## src/rtl/alu_operand_stage_pkg.sv

```systemverilog
`default_nettype none
// ============================================================================
// Module      : alu_operand_stage_pkg
// Description : Shared encodings for the ALU operand-supply stage and the
//               ALU datapath it feeds: write-back source select, operand-B
//               select, ALU operation codes and stack-pointer defaults.
// Revision    : 1.0 - initial release
// ============================================================================
package alu_operand_stage_pkg;

  localparam int unsigned DATA_W = 16;
  localparam int unsigned IMM_W  = 8;

  // Write-back source select: the value written into mary/shelley/sp.
  localparam logic WB_ALU = 1'b0;
  localparam logic WB_MEM = 1'b1;

  // Reset value and push/pop byte step of the stack pointer.
  localparam logic [DATA_W-1:0] SP_INIT_DEFAULT = 16'h7FFE;
  localparam logic [DATA_W-1:0] SP_STEP_DEFAULT = 16'd2;

  // Operand-B select consumed by the downstream ALU mux.
  typedef enum logic [1:0] {
    SRCB_SHELLEY = 2'b00,
    SRCB_ZEXT    = 2'b01,
    SRCB_SEXT    = 2'b10,
    SRCB_SEXT_LS = 2'b11
  } srcb_sel_e;

  // ALU operation codes consumed by the downstream ALU.
  typedef enum logic [2:0] {
    ALU_AND = 3'b000,
    ALU_OR  = 3'b001,
    ALU_ADD = 3'b010,
    ALU_SUB = 3'b011,
    ALU_SLT = 3'b100,
    ALU_SGT = 3'b101,
    ALU_SEQ = 3'b110
  } alu_op_e;

  // Sign-extend an 8-bit immediate field to the datapath width.
  function automatic logic [DATA_W-1:0] sext8(input logic [IMM_W-1:0] v);
    return {{(DATA_W-IMM_W){v[IMM_W-1]}}, v};
  endfunction

  // Zero-extend an 8-bit immediate field to the datapath width.
  function automatic logic [DATA_W-1:0] zext8(input logic [IMM_W-1:0] v);
    return {{(DATA_W-IMM_W){1'b0}}, v};
  endfunction

endpackage : alu_operand_stage_pkg
`default_nettype wire

```

## src/rtl/alu_operand_stage_imm_gen.sv

```systemverilog
`default_nettype none
// ============================================================================
// Module      : alu_operand_stage_imm_gen
// Description : Combinational immediate generator. Derives the zero-extended,
//               sign-extended and sign-extended-shifted-by-two immediates from
//               the low byte of the latched instruction.
// Revision    : 1.0 - initial release
// ============================================================================
module alu_operand_stage_imm_gen
  import alu_operand_stage_pkg::*;
(
  input  logic [15:0] instr,
  output logic [15:0] zext_imm,
  output logic [15:0] sext_imm,
  output logic [15:0] sext_ls_imm
);

  logic [15:0] sext_w;

  // Extend the low byte; the shifted form drops the top two bits (mod 2^16).
  always_comb begin
    sext_w      = sext8(instr[7:0]);
    zext_imm    = zext8(instr[7:0]);
    sext_imm    = sext_w;
    sext_ls_imm = {sext_w[13:0], 2'b00};
  end

  // Upper instruction bits carry opcode/register fields used elsewhere.
  logic unused_hi;
  assign unused_hi = ^instr[15:8];

endmodule : alu_operand_stage_imm_gen
`default_nettype wire

```

## src/rtl/alu_operand_stage.sv

```systemverilog
`default_nettype none
// ============================================================================
// Module      : alu_operand_stage
// Description : Operand-supply stage upstream of the 16-bit ALU. Holds the
//               instruction register and the mary/shelley/sp architectural
//               registers, selects the write-back source, and keeps a sticky
//               overflow flag.
// Revision    : 1.0 - initial release
// ============================================================================
module alu_operand_stage
  import alu_operand_stage_pkg::*;
#(
  parameter logic [15:0] SP_INIT = SP_INIT_DEFAULT,
  parameter logic [15:0] SP_STEP = SP_STEP_DEFAULT
) (
  input  logic        clock,
  input  logic        reset,
  input  logic        IRWrite,
  input  logic [15:0] instr_in,
  input  logic [15:0] alu_out,
  input  logic [15:0] mem_data,
  input  logic        WbSrc,
  input  logic        MaryWrite,
  input  logic        ShelleyWrite,
  input  logic        SpWrite,
  input  logic        SpPush,
  input  logic        SpPop,
  input  logic        Overflow,
  input  logic        FlagWrite,
  input  logic        FlagClear,
  output logic [15:0] instr,
  output logic [15:0] mary,
  output logic [15:0] shelley,
  output logic [15:0] sp,
  output logic [15:0] zext_imm,
  output logic [15:0] sext_imm,
  output logic [15:0] sext_ls_imm,
  output logic        ovf_flag
);

  logic [15:0] wb;
  logic [15:0] instr_d,   instr_q;
  logic [15:0] mary_d,    mary_q;
  logic [15:0] shelley_d, shelley_q;
  logic [15:0] sp_d,      sp_q;
  logic        ovf_d,     ovf_q;

  // Write-back source mux shared by all three architectural registers.
  always_comb begin
    wb = (WbSrc == WB_MEM) ? mem_data : alu_out;
  end

  // Next-state logic; the new instruction never influences same-cycle writes.
  always_comb begin
    instr_d   = instr_q;
    mary_d    = mary_q;
    shelley_d = shelley_q;
    sp_d      = sp_q;
    ovf_d     = ovf_q;

    if (IRWrite) begin
      instr_d = instr_in;
    end
    if (MaryWrite) begin
      mary_d = wb;
    end
    if (ShelleyWrite) begin
      shelley_d = wb;
    end

    // Explicit write beats stack adjust; simultaneous push and pop cancel.
    if (SpWrite) begin
      sp_d = wb;
    end else if (SpPush && !SpPop) begin
      sp_d = sp_q - SP_STEP;
    end else if (SpPop && !SpPush) begin
      sp_d = sp_q + SP_STEP;
    end

    // Clear dominates; otherwise the flag only ever accumulates.
    if (FlagClear) begin
      ovf_d = 1'b0;
    end else if (FlagWrite) begin
      ovf_d = ovf_q | Overflow;
    end
  end

  // State registers; reset overrides every strobe on the same edge.
  always_ff @(posedge clock) begin
    if (reset) begin
      instr_q   <= 16'h0000;
      mary_q    <= 16'h0000;
      shelley_q <= 16'h0000;
      sp_q      <= SP_INIT;
      ovf_q     <= 1'b0;
    end else begin
      instr_q   <= instr_d;
      mary_q    <= mary_d;
      shelley_q <= shelley_d;
      sp_q      <= sp_d;
      ovf_q     <= ovf_d;
    end
  end

  assign instr    = instr_q;
  assign mary     = mary_q;
  assign shelley  = shelley_q;
  assign sp       = sp_q;
  assign ovf_flag = ovf_q;

  alu_operand_stage_imm_gen u_imm_gen (
    .instr       (instr_q),
    .zext_imm    (zext_imm),
    .sext_imm    (sext_imm),
    .sext_ls_imm (sext_ls_imm)
  );

endmodule : alu_operand_stage
`default_nettype wire

```

## config.mk

```make
export PLATFORM = sky130hd
export DESIGN_NAME = alu_operand_stage
export DESIGN_NICKNAME = d
export VERILOG_FILES = /design/src/rtl/alu_operand_stage_pkg.sv /design/src/rtl/alu_operand_stage_imm_gen.sv /design/src/rtl/alu_operand_stage.sv
export SDC_FILE = /design/constraint.sdc
export NUM_CORES = 1
export LEC_CHECK = 0
export ABC_CLOCK_PERIOD_IN_PS = 3800
export CORE_ASPECT_RATIO = 2
export CORE_MARGIN = 3
export CORE_UTILIZATION = 36
export DETAILED_ROUTE_END_ITERATION = 16
export PLACE_DENSITY = 0.83
export SYNTH_ARGS = -nofsm -noshare
export SYNTH_HDL_FRONTEND = slang
export SYNTH_HIERARCHICAL = 1
export SYNTH_SLANG_ARGS = --single-unit
```

## constraint.sdc

```tcl
create_clock -name clock -period 3.8 [get_ports clock]
set_input_delay 1.14 -clock clock [delete_from_list [all_inputs] [get_ports clock]]
set_output_delay 1.14 -clock clock [all_outputs]
set_load 0.01 [all_outputs]
```

## Word level (Yosys, flattened, before mapping)

Index checks and enable logic that the tools add are counted.

- $add $sub $neg: 2
- Multiplexer cells: 4
- Bitwise logic cells: 1
- Reductions and logical operators: 6

Operators with widths:

| cell | number |
|---|---|
| 16-bit 2-to-1 mux | 4 |
| 16-bit by 2-bit adder with 16-bit output, second input constant | 1 |
| 16-bit by 2-bit subtractor with 16-bit output, second input constant | 1 |
| 3-bit nonzero test | 1 |
| 1-bit logical AND | 2 |
| 1-bit logical NOT | 2 |
| 2-bit OR reduction | 1 |
| 1-bit bitwise OR | 1 |

- Bits in registers: 65
- Input port bits: 60
- Output and inout bits: 113
- Word-level logic and storage cells: 18

## Logic depth before layout (Yosys ltp)

- Depth after elaboration: 5
- Mapped depth: 10
- Depth with buffers taken out: 8

## Hierarchy

Netlist, hierarchy kept.

Modules (own cells, without submodules):

| module | times used | cells an instance | area an instance (um^2) | seq. area each (um^2) |
|---|---|---|---|---|
| alu_operand_stage | 1 | 336 | 3031.7 | 1301.2 |
| alu_operand_stage_imm_gen | 1 | 49 | 364.1 | 0.0 |

## Least setup slack after synthesis

Ideal clock, no wire load.

- Path kind: input-to-reg
- Start: input SpPop
- End: register sp_q[15] (netlist: sp[15])
- Library setup time: 0.060 ns
- Arrival: 3.625 ns
- Required time: 3.740 ns
- Slack: 0.114 ns
- Cell stages on the path: 10
- Buffers on the path: 2
- Cells stage by stage: clkbuf_1 nand2b_1 buf_4 xnor2_1 ha_1 or4_4 nor4_4 or4b_1 a2111oi_1 a311o_1

- Longest elaborated chain between the ends: 4
- Elaborated cells on any way between the ends: 6
- Classes of those cells: 2 x mux; 4 x reduce/logical

Ends and longest elaborated chain:

| item | line | RTL |
|---|---|---|
| start: declaration | alu_operand_stage.sv:27 | `input logic SpPop,` |
| 1-bit logical NOT | alu_operand_stage.sv:74 | `end else if (SpPush && !SpPop) begin` |
| 1-bit logical AND | alu_operand_stage.sv:74 |  |
| 16-bit 2-to-1 mux | alu_operand_stage.sv:74 |  |
| 16-bit 2-to-1 mux | alu_operand_stage.sv:72 | `if (SpWrite) begin` |
| end signal: assignment | alu_operand_stage.sv:100 | `sp_q <= sp_d;` |
| end: declaration | alu_operand_stage.sv:45 | `logic [15:0] sp_d, sp_q;` |

Several ways; a longest one is shown, not always the timed one.
A chain may end at the register's enable or synchronous reset.

## Final worst setup path

Ends and elaborated chain as after synthesis.

==> impl_metrics.py <==
metrics = {
    "power": {
        "switching_share": 0.2668,
        "clkPwrFrac": 0.375,
        "p_comb_frac": 0.230,
        "p_int_mw": 1.463,
        "pwr_density_cell_nw_per_um2": 391.7,
        "p_seq_frac": 0.395,
        "power_leakage_nw": 1.982,
        "p_sw_uw": 532.4,
        "peakVddDrop_mv": 0.2228,
    },
    "sta": {
        "hold_violations": 0,
        "tightest_slew_ns": 0.6554,
        "slew_viol_final": 0,
        "finalSetupViolCount": 0,
        "period_needed_ns": 3.624,
        "post-route-period-util": 0.9538,
        "fmax_mhz": 275.9,
        "rsz0062_at_grt": "false",
        "slew_headroom": 0.5599,
        "clock_skew_ns": 0.003538,
        "setup_tns_ns": 0,
        "worst_slack_ns": 0.1756,
    },
    "synth": {
        "synthTopCellsByArea": "dfxtp_1, buf_4, mux2i_1",
        "syn_area_um2": 3396,
        "synth_edf_count": 0,
        "synth_top_area_cell": "dfxtp_1",
        "ys_warn_count": 6,
        "synth-seq-area-share": 0.3832,
        "ys_types": 52,
        "synth_cells": 385,
        "synth_async_sr_flop_share": 0,
        "ys_seq_elements": 65,
        "synth_top_area_share": 0.3832,
        "syn_area_per_cell_um2": 8.820,
        "synthFlopType": "dfxtp_1",
    },
    "critical_path": {
        "cp_top_family": "simple AND/OR/NAND/NOR gates",
        "critPathKind": "in2reg",
        "slowest_delay_ns": 0.51,
        "path_buf_inv": 1,
        "critPathSlowestCell": "or4b_1",
        "crit_required_ns": 4.07,
        "crit_chain": "clkdlybuf4s50_1 -> nand2b_1 -> xnor2_1 -> ha_1 -> or4_4 -> nor4_4 -> or4b_1 -> a2111oi_1 -> a311o_1",
        "crit_path_end_kind": "flip-flop",
        "startpoint_type": "primary input",
        "worstPathArrival_ns": 3.90,
        "path_max_fanout": 2,
        "rrSetupSlack_ns": 1.08,
    },
    "route": {
        "postRouteAntennaNets": 0,
        "drc": 0,
        "drt-initial-drc-count": 108,
        "drt-vias-per-instance": 5.318,
        "routed_wl_um": 10390,
        "wire_per_inst_um": 16.87,
        "via_count": 3276,
        "dr.pass1.iters": 5,
    },
    "grt": {
        "gr-usage-all-layers": 0.1955,
        "grt_pass1_vias": 3254,
        "antenna_found_initial": 0,
        "grt_pass1_wl_um": 15950,
        "overflow": 0,
        "grt_max_degree": 48,
    },
    "cells_and_area": {
        "n_antenna_cell": 0,
        "layout_common_cells": "clkdlybuf4s50_1, dfxtp_1, nor2_1, a211oi_1, mux2i_1",
        "drive_gt1_frac": 0.07004,
        "nFillCells": 807,
        "finalNetCount": 570,
        "final_common_cell": "clkdlybuf4s50_1",
        "multi_input_comb_area_um2": 1647,
        "syn_to_final_growth_pct": 50.04,
        "fin_area_um2": 5095,
        "seqCellArea_um2": 1301,
    },
    "clock_tree": {
        "post_cts_buffers": 0,
        "hold_buffers": 0,
        "path_clk_slew_ns": 0.05,
        "cts_tree": "built",
        "root_buffer": "clkbuf_16",
        "cts_resized": 0,
        "cts_made_buffers": 9,
        "htree_levels": 3,
        "insertion_delay_ns": 0.33,
        "clock_sinks": 65,
        "cts_buffer_depth": 2,
    },
    "floorplan": {
        "io_pins": 173,
        "die-area_um2": 10700,
        "core.rowCount": 49,
        "dieWidth_um": 74.68,
        "coreArea_um2": 9074,
        "initial_core_util": 0.3742,
        "fp.dieH_um": 143.4,
    },
    "worst_hold_path": {
        "hp-class": "reg2reg",
    },
    "placed_design": {
        "place_area_um2": 4820,
        "dp_hpwl_um": 8223,
        "preCtsSetupSlack_ns": -0.1346,
        "routabilityCongestion": 0.9230,
        "portBuffers": 162,
    },
    "run": {
        "drv_cap": 0,
    },
    "outcome": {
        "status": "finished, final reports clean",
    },
}
-- metrics by stage --
step | std cells | power (mW) | utilization | hold WS, ns
2_1_floorplan | 394 | 1.030 | - | 0.5045
3_3_place_gp | 600 | 1.248 | 0.5312 | 0.4736
3_5_place_dp | 600 | 1.260 | 0.5312 | 0.4781
4_1_cts | 616 | 2.021 | 0.5615 | 0.4848
5_1_grt | 616 | 2.085 | 0.5615 | 0.4986
6_report | 616 | 1.996 | 0.5615 | 0.4798
-- kinds of logic after synthesis --
| family | synth area share |
|---|---|
| buf+inv | 0.1419 |
| compound gates | 0.1551 |
| other cells | 0.001104 |
| xor+xnor | 0.02579 |
| fa+ha+maj | 0.003684 |
| simple gates | 0.1820 |
| mux | 0.1072 |
| flops | 0.3832 |
-- area by class of cell --
class,instances,area share
timing repair buffer,177,0.3394
sequential,65,0.2554
clock inverter,3,0.002947
multi-input combinational,252,0.3232
inverter,4,0.002947
tap,102,0.02505
clock buffer,13,0.05108
-- state kept, by name (all words and copies together), names as in the netlist --
name and cells:
sp 16, instr 16, mary 16, shelley 16
ovf_flag 1
-- power by group through the flow --
stage / Combinational [mW] / Sequential (mW) / Clock [mW]
after floorplan: 0.220 / 0.810 / 0
after global placement: 0.450 / 0.798 / 0
after detailed placement: 0.459 / 0.801 / 0
after CTS: 0.462 / 0.787 / 0.772
after global routing: 0.495 / 0.795 / 0.796
final: 0.459 / 0.788 / 0.749
-- final timing paths --
check           from      end  cells after the start
max reg2reg    sp[2]   sp[15]                      7
min          mary[0]  mary[0]                      2
max            SpPop   sp[15]                      9
min reg2reg  mary[0]  mary[0]                      2
-- routing by layer --
| metal | GRT usage | wire (um) |
|---|---|---|
| met1 | 0.1900 | 3510 |
| met2 | 0.3545 | 5606 |
| met3 | 0.05042 | 814 |
| met4 | 0.1163 | 459 |
| met5 | 0 | 0 |
-- cell usage after synthesis, types with 2 or more instances --
cell	instances
nor4_1	2
nand2b_1	5
xnor2_1	8
clkbuf_1	19
nand4_1	2
buf_4	49
nand2_1	12
inv_1	4
a211oi_1	34
a21oi_1	7
a311o_1	2
nor4b_1	3
and3_1	2
o211ai_1	3
and2_1	3
xor2_1	2
mux2i_1	33
nor2b_1	4
nor3b_1	4
nand3_1	3
nor2_1	61
a22o_1	3
a2111oi_0	2
o2111ai_1	2
nor3_1	8
o21ai_0	11
dfxtp_1	65
or4_1	4
buf_1	3
mux2_2	3
-- worst reg2reg max path: cells and delay by family (launching register included) --
kind | cells | cell delay, ns
flip-flops | 1 | 0.51
AO/OA/AOI/OAI | 2 | 0.59
adder cells (fa/ha/maj) | 1 | 0.20
XOR/XNOR | 1 | 0.12
AND/OR/NAND/NOR | 3 | 1.26
No activity file was read; power rests on OpenSTA's default activity.
